--- src/rtl/dest_pipeline_tracker_pkg.sv ---
// -----------------------------------------------------------------------------
// dest_pipeline_tracker_pkg
// Shared definitions for the destination-register pipeline tracker.
//   REG_W   : architectural register index width
//   G0      : hard-wired zero register (%g0); writes to it are discarded
//   stage_t : one pipeline-stage entry {rd, we, ld}
// -----------------------------------------------------------------------------
package dest_pipeline_tracker_pkg;

  localparam int unsigned REG_W = 5;
  localparam logic [REG_W-1:0] G0 = 5'd0;

  typedef struct packed {
    logic [REG_W-1:0] rd;  // destination register
    logic             we;  // stage holds a valid register-file write
    logic             ld;  // stage holds a load
  } stage_t;

  localparam stage_t STAGE_BUBBLE = '{rd: G0, we: 1'b0, ld: 1'b0};

endpackage : dest_pipeline_tracker_pkg

--- src/rtl/dest_stage_reg.sv ---
// -----------------------------------------------------------------------------
// dest_stage_reg
// One pipeline-stage register with asynchronous clear and a bubble select.
// Optional feature macro: LOAD_USE_STALL_EN (when undefined the load flag is
// not stored and q.ld reads constant 0).
// Ports:
//   clk    : rising-edge clock
//   rst_n  : asynchronous active-low clear
//   bubble : load an empty entry instead of d
//   d      : incoming stage entry
//   q      : registered stage entry
// -----------------------------------------------------------------------------
module dest_stage_reg
  import dest_pipeline_tracker_pkg::*;
(
  input  logic   clk,
  input  logic   rst_n,
  input  logic   bubble,
  input  stage_t d,
  output stage_t q
);

  logic [REG_W-1:0] rd_q;
  logic             we_q;

  // NOTE: sequential state uses non-blocking (<=) so every stage samples the
  // pre-edge value of its neighbour; blocking here would collapse the shift.
  always_ff @(posedge clk or negedge rst_n) begin
    if (!rst_n) begin
      // NOTE: these are flops, not a memory array, so they are cleared
      // asynchronously; the outputs must read zero while rst_n is low.
      rd_q <= G0;
      we_q <= 1'b0;
    end else if (bubble) begin
      rd_q <= G0;
      we_q <= 1'b0;
    end else begin
      rd_q <= d.rd;
      we_q <= d.we;
    end
  end

`ifdef LOAD_USE_STALL_EN
  logic ld_q;

  always_ff @(posedge clk or negedge rst_n) begin
    if (!rst_n)      ld_q <= 1'b0;
    else if (bubble) ld_q <= 1'b0;
    else             ld_q <= d.ld;
  end

  assign q = '{rd: rd_q, we: we_q, ld: ld_q};
`else
  // Load flag is not tracked in this build.
  logic unused_ld;
  assign unused_ld = d.ld;
  assign q = '{rd: rd_q, we: we_q, ld: 1'b0};
`endif

endmodule : dest_stage_reg

--- src/rtl/dest_pipeline_tracker.sv ---
// -----------------------------------------------------------------------------
// dest_pipeline_tracker
// Tracks the destination register, write-enable and load flag of the
// instructions in EX, MEM and WB, counts valid in-flight writes and raises a
// load-use stall request.
// Optional feature macro: LOAD_USE_STALL_EN. When undefined, EX_load_instr and
// load_use_stall are constant 0 and no load flag is stored.
// Ports:
//   clk, rst_n                      : clock, async active-low reset
//   ID_RD, ID_Register_File_Enable,
//   ID_load_instr                   : destination info of the ID instruction
//   ID_rs1, ID_rs2                  : ID source registers (hazard compare)
//   CU_S                            : hazard-unit bubble request into EX
//   flush                           : annul the ID instruction
//   EX_/MEM_/WB_RD, *_Enable        : per-stage destination and write-valid
//   EX_load_instr                   : EX instruction is a load
//   load_use_stall                  : combinational load-use stall request
//   inflight_count                  : registered count of valid stage writes
// -----------------------------------------------------------------------------
module dest_pipeline_tracker
  import dest_pipeline_tracker_pkg::*;
(
  input  logic             clk,
  input  logic             rst_n,
  input  logic [REG_W-1:0] ID_RD,
  input  logic             ID_Register_File_Enable,
  input  logic             ID_load_instr,
  input  logic [REG_W-1:0] ID_rs1,
  input  logic [REG_W-1:0] ID_rs2,
  input  logic             CU_S,
  input  logic             flush,
  output logic [REG_W-1:0] EX_RD,
  output logic [REG_W-1:0] MEM_RD,
  output logic [REG_W-1:0] WB_RD,
  output logic             EX_Register_File_Enable,
  output logic             MEM_Register_File_Enable,
  output logic             WB_Register_File_Enable,
  output logic             EX_load_instr,
  output logic             load_use_stall,
  output logic [1:0]       inflight_count
);

  stage_t ex_d;
  stage_t ex_q;
  stage_t mem_q;
  stage_t wb_q;
  logic   ex_bubble;
  logic   ex_we_next;

  // CU_S and flush collapse into one bubble; both together still cost a
  // single slot.
  assign ex_bubble = CU_S | flush;

  // NOTE: every always_comb target gets a default first so no path can leave
  // it unassigned and infer a latch.
  always_comb begin
    ex_d    = STAGE_BUBBLE;
    ex_d.rd = ID_RD;
    ex_d.ld = ID_load_instr;
    ex_d.we = ID_Register_File_Enable;
    // A write to %g0 is architecturally a no-op: drop the enable and rd.
    if (ID_RD == G0) begin
      ex_d.rd = G0;
      ex_d.we = 1'b0;
    end
  end

  dest_stage_reg u_ex (
    .clk    (clk),
    .rst_n  (rst_n),
    .bubble (ex_bubble),
    .d      (ex_d),
    .q      (ex_q)
  );

  // MEM and WB always advance; the tracker never holds its own shift.
  dest_stage_reg u_mem (
    .clk    (clk),
    .rst_n  (rst_n),
    .bubble (1'b0),
    .d      (ex_q),
    .q      (mem_q)
  );

  dest_stage_reg u_wb (
    .clk    (clk),
    .rst_n  (rst_n),
    .bubble (1'b0),
    .d      (mem_q),
    .q      (wb_q)
  );

  // Count is taken from the next-state enables so it lines up with the stage
  // registers after the same edge.
  assign ex_we_next = ex_d.we & ~ex_bubble;

  always_ff @(posedge clk or negedge rst_n) begin
    if (!rst_n) inflight_count <= 2'd0;
    else        inflight_count <= {1'b0, ex_we_next} + {1'b0, ex_q.we}
                                + {1'b0, mem_q.we};
  end

  assign EX_RD                    = ex_q.rd;
  assign MEM_RD                   = mem_q.rd;
  assign WB_RD                    = wb_q.rd;
  assign EX_Register_File_Enable  = ex_q.we;
  assign MEM_Register_File_Enable = mem_q.we;
  assign WB_Register_File_Enable  = wb_q.we;

`ifdef LOAD_USE_STALL_EN
  assign EX_load_instr  = ex_q.ld;
  assign load_use_stall = ex_q.ld & ex_q.we & (ex_q.rd != G0)
                        & ((ID_rs1 == ex_q.rd) | (ID_rs2 == ex_q.rd));

  // Load flags past EX are carried only to keep the stage entry uniform.
  logic unused_ld;
  assign unused_ld = mem_q.ld ^ wb_q.ld;
`else
  assign EX_load_instr  = 1'b0;
  assign load_use_stall = 1'b0;

  logic unused_hazard;
  assign unused_hazard = ^{ID_rs1, ID_rs2, ex_q.ld, mem_q.ld, wb_q.ld};
`endif

endmodule : dest_pipeline_tracker

--- config.mk ---
export PLATFORM = sky130hd
export DESIGN_NAME = dest_pipeline_tracker
export DESIGN_NICKNAME = d
export VERILOG_FILES = /design/src/rtl/dest_pipeline_tracker_pkg.sv /design/src/rtl/dest_stage_reg.sv /design/src/rtl/dest_pipeline_tracker.sv
export SDC_FILE = /design/constraint.sdc
export NUM_CORES = 1
export LEC_CHECK = 0
export ABC_AREA = 1
export CELL_PAD_IN_SITES_DETAIL_PLACEMENT = 1
export CELL_PAD_IN_SITES_GLOBAL_PLACEMENT = 1
export CORE_MARGIN = 2
export CORE_UTILIZATION = 26
export CTS_CLUSTER_SIZE = 8
export DETAILED_ROUTE_END_ITERATION = 16
export GPL_TIMING_DRIVEN = 0
export PLACE_DENSITY_LB_ADDON = 0.1
export SETUP_SLACK_MARGIN = 0.2
export SLEW_MARGIN = 20
export SYNTH_ARGS = -nofsm -noshare
export SYNTH_HDL_FRONTEND = slang
export SYNTH_SLANG_ARGS = --single-unit
export TNS_END_PERCENT = 5
--- constraint.sdc ---
create_clock -name clk -period 2.89 [get_ports clk]
set_input_delay 0.867 -clock clk [delete_from_list [all_inputs] [get_ports clk]]
set_output_delay 0.867 -clock clk [all_outputs]
set_load 0.05 [all_outputs]
==> run_summary.xml <==
<?xml version="1.0" encoding="UTF-8"?>
<metrics>
  <group name="status">
    <metric name="run_status" unit="">finished clean</metric>
  </group>
  <group name="timing">
    <metric name="worst_pin_slew" unit="ns">0.833</metric>
    <metric name="fin_crit_sh" unit="">0.824</metric>
    <metric name="report.final.slew_viol_count" unit="">0</metric>
    <metric name="timing.setup.tns" unit="ns">0</metric>
    <metric name="fin_crit" unit="ns">2.38</metric>
    <metric name="fmax" unit="MHz">420</metric>
    <metric name="timing.slew.headroom" unit="">0.443</metric>
    <metric name="grt_setup_unrepaired" unit="">false</metric>
    <metric name="fin_clk_skew" unit="ns">0.00316</metric>
    <metric name="setup_viol" unit="">0</metric>
    <metric name="timing_hold_violations_final" unit="">0</metric>
  </group>
  <group name="die">
    <metric name="placement_rows" unit="">17</metric>
    <metric name="floorplan.die_area" unit="um^2">2810</metric>
    <metric name="die_height" unit="um">53.1</metric>
    <metric name="top_level_ports" unit="">43</metric>
    <metric name="initial_core_util" unit="">0.280</metric>
    <metric name="die_w" unit="um">53.1</metric>
    <metric name="core_ar" unit="um^2">2230</metric>
  </group>
  <group name="setup_path">
    <metric name="rr_startpoint" unit="">u_ex.we_q</metric>
    <metric name="crit_arrival" unit="ns">1.51</metric>
    <metric name="reg2reg_setup_slack" unit="ns">1.86</metric>
    <metric name="crit_path_end_kind" unit="">primary output</metric>
    <metric name="rr_endpoint" unit="">inflight_count[0]</metric>
    <metric name="crit_path_top_delay_cell" unit="">clkdlybuf4s50_1</metric>
    <metric name="cp_top_family" unit="">buffers and inverters</metric>
    <metric name="crit_required" unit="ns">2.02</metric>
    <metric name="worstRegToRegCells" unit="">1</metric>
    <metric name="worst-setup-path-type" unit="">flop to primary output</metric>
    <metric name="cp_cell_sequence" unit="">clkdlybuf4s50_1</metric>
    <metric name="setup.worst_path.start_class" unit="">flop</metric>
    <metric name="largest_fanout_on_the_critical_path" unit="">3</metric>
    <metric name="crit_buf_inv" unit="">1</metric>
    <metric name="cpPeakStageDelay" unit="ns">0.82</metric>
  </group>
  <group name="min_path">
    <metric name="min_delay_path_depth" unit="">0</metric>
    <metric name="min_from" unit="">u_ex.rd_q[3]</metric>
    <metric name="hold_path_class" unit="">flop to flop</metric>
    <metric name="end_point_of_the_worst_hold_path" unit="">u_mem.rd_q[3]</metric>
  </group>
  <group name="power">
    <metric name="power" unit="W">0.000550</metric>
    <metric name="leakage" unit="nW">0.498</metric>
    <metric name="max-vdd-ir-drop" unit="mV">0.206</metric>
    <metric name="p_per_area" unit="nW/um^2">555</metric>
  </group>
  <group name="clocking">
    <metric name="ctsLongestPathBuffers" unit="">2</metric>
    <metric name="post_cts.resized_instances" unit="">0</metric>
    <metric name="cts_buffers" unit="">3</metric>
    <metric name="ctsHoldBuffers" unit="">0</metric>
    <metric name="clkSinkCount" unit="">20</metric>
    <metric name="clock_tree.root_cell" unit="">clkbuf_4</metric>
    <metric name="post_cts.repair.setup_buffers" unit="">0</metric>
    <metric name="htreeDepth" unit="">1</metric>
    <metric name="worstSkewPairLatency" unit="ns">0.29</metric>
    <metric name="cts_tree" unit="">yes</metric>
    <metric name="cts.reportedPaths.clkPinSlew" unit="ns">0.10</metric>
  </group>
  <group name="final_layout">
    <metric name="drive_gt1_frac" unit="">0.128</metric>
    <metric name="n_antenna_cell" unit="">0</metric>
    <metric name="most_frequent_standard_cell_in_the_layout_excluding_fill_and_tap_cells" unit="">clkdlybuf4s50_1</metric>
    <metric name="syn2layout_area_growth" unit="%">58.4</metric>
    <metric name="final_core_util" unit="">0.444</metric>
    <metric name="layout.cells.most_common_list" unit="">clkdlybuf4s50_1 (29), dfrtp_1 (20), inv_1 (7), nor2_1 (7), clkbuf_4 (3)</metric>
    <metric name="postLayoutCellArea" unit="um^2">991</metric>
    <metric name="final_net_count" unit="">101</metric>
  </group>
  <group name="global_route">
    <metric name="first_global_vias" unit="">435</metric>
    <metric name="global_route.usage.total" unit="">0.0886</metric>
    <metric name="grt_antenna_before_repair" unit="">0</metric>
    <metric name="grt_remaining_overflow" unit="">0</metric>
    <metric name="maximum_number_of_pins_on_one_net_before_global_route_repair" unit="">21</metric>
    <metric name="first_pass_grt_wire_length" unit="um">1750</metric>
  </group>
  <group name="place">
    <metric name="port_buffers" unit="">29</metric>
    <metric name="gp_routability_congestion" unit="">0.588</metric>
    <metric name="placed_instance_area" unit="um^2">955</metric>
  </group>
  <group name="job">
    <metric name="timing.max_cap.violations" unit="">0</metric>
  </group>
  <group name="synthesis">
    <metric name="yosys_warnings" unit="">0</metric>
    <metric name="synthCells" unit="">44</metric>
    <metric name="register_bit_count_reported_by_yosys" unit="">20</metric>
    <metric name="yosysSeqAreaShare" unit="">0.800</metric>
    <metric name="post_synthesis_instance_area" unit="um^2">626</metric>
    <metric name="per_instance_average_area_after_synthesis" unit="um^2">14.2</metric>
    <metric name="post_synth_num_cell_types" unit="">11</metric>
  </group>
  <group name="drt">
    <metric name="drc" unit="">0</metric>
    <metric name="vias_per_inst" unit="">3.86</metric>
    <metric name="number_of_detailed_routing_iterations_run_before_antenna_repair" unit="">1</metric>
    <metric name="num_vias" unit="">409</metric>
    <metric name="drt-total-wl" unit="um">998</metric>
    <metric name="route.detailed.wl_per_inst" unit="um">9.42</metric>
    <metric name="final_antenna_net_count" unit="">0</metric>
    <metric name="detail_route.iter0.violations" unit="">0</metric>
  </group>
</metrics>
## cell type report
type                       instances  area (um^2)
fill                             257         1240
sequential                        20          500
timing repair buffer              29          290
multi-input combinational         14         80.1
clock buffer                       4         36.3
tap                               28         35.0
inverter                           9         33.8
buffer                             2         15.0
## kinds of logic after synthesis
logic type,Yosys count,synth area share
AND/OR/NAND/NOR,11,0.0840
adder cells (fa/ha/maj),1,0.0320
flip-flops,20,0.800
other,1,0.00599
buffers and inverters,11,0.0780
## sequential cells by signal, summed over array words and instances, names as in the netlist
| register | cells |
|---|---|
| inflight_count | 2 |
| u_ex.rd_q | 5 |
| u_ex.we_q | 1 |
| u_mem.rd_q | 5 |
| u_mem.we_q | 1 |
| u_wb.rd_q | 5 |
| u_wb.we_q | 1 |
## stage by stage
stage	hold WS [ns]	std cells	setup slack, ns
2_1_floorplan	0.571	45	1.21
3_3_place_gp	0.362	102	0.713
3_5_place_dp	0.362	102	0.682
4_1_cts	0.386	106	0.483
5_1_grt	0.399	106	0.421
6_report	0.381	106	0.509
## worst max-delay path by stage
stage               cells past startpoint       start                       end
floorplan                               6        CU_S         inflight_count[0]
global placement                        7        CU_S         inflight_count[0]
detailed placement                      7        CU_S         inflight_count[0]
CTS                                     1  u_mem.we_q  MEM_Register_File_Enable
global route                            1  u_mem.we_q  MEM_Register_File_Enable
finish                                  1   u_ex.we_q   EX_Register_File_Enable
## cell usage after synthesis
cell type | n | area share
nand2_4 | 1 | 0.018
conb_1 | 1 | 0.0060
inv_1 | 7 | 0.042
nand2_1 | 1 | 0.0060
nand3_1 | 1 | 0.0080
dfrtp_1 | 20 | 0.80
nor2_2 | 1 | 0.010
buf_4 | 2 | 0.024
inv_2 | 2 | 0.012
fa_1 | 1 | 0.032
nor2_1 | 7 | 0.042
## power by group
group | total [W] | leakage, nW | internal (W) | switching [W]
combinational | 0.000100 | 0.209 | 0.0000350 | 0.0000655
clock | 0.000153 | 0.0210 | 0.0000766 | 0.0000763
sequential | 0.000297 | 0.269 | 0.000291 | 0.00000542
total | 0.000550 | 0.498 | 0.000403 | 0.000147
## metal layers
metal / share of wire / track usage
met3: 0.085 / 0.0169
met1: 0.35 / 0.0873
met2: 0.55 / 0.163
met4: 0.017 / 0.0641
met5: 0 / 0
(Power assumes the default switching activity.)
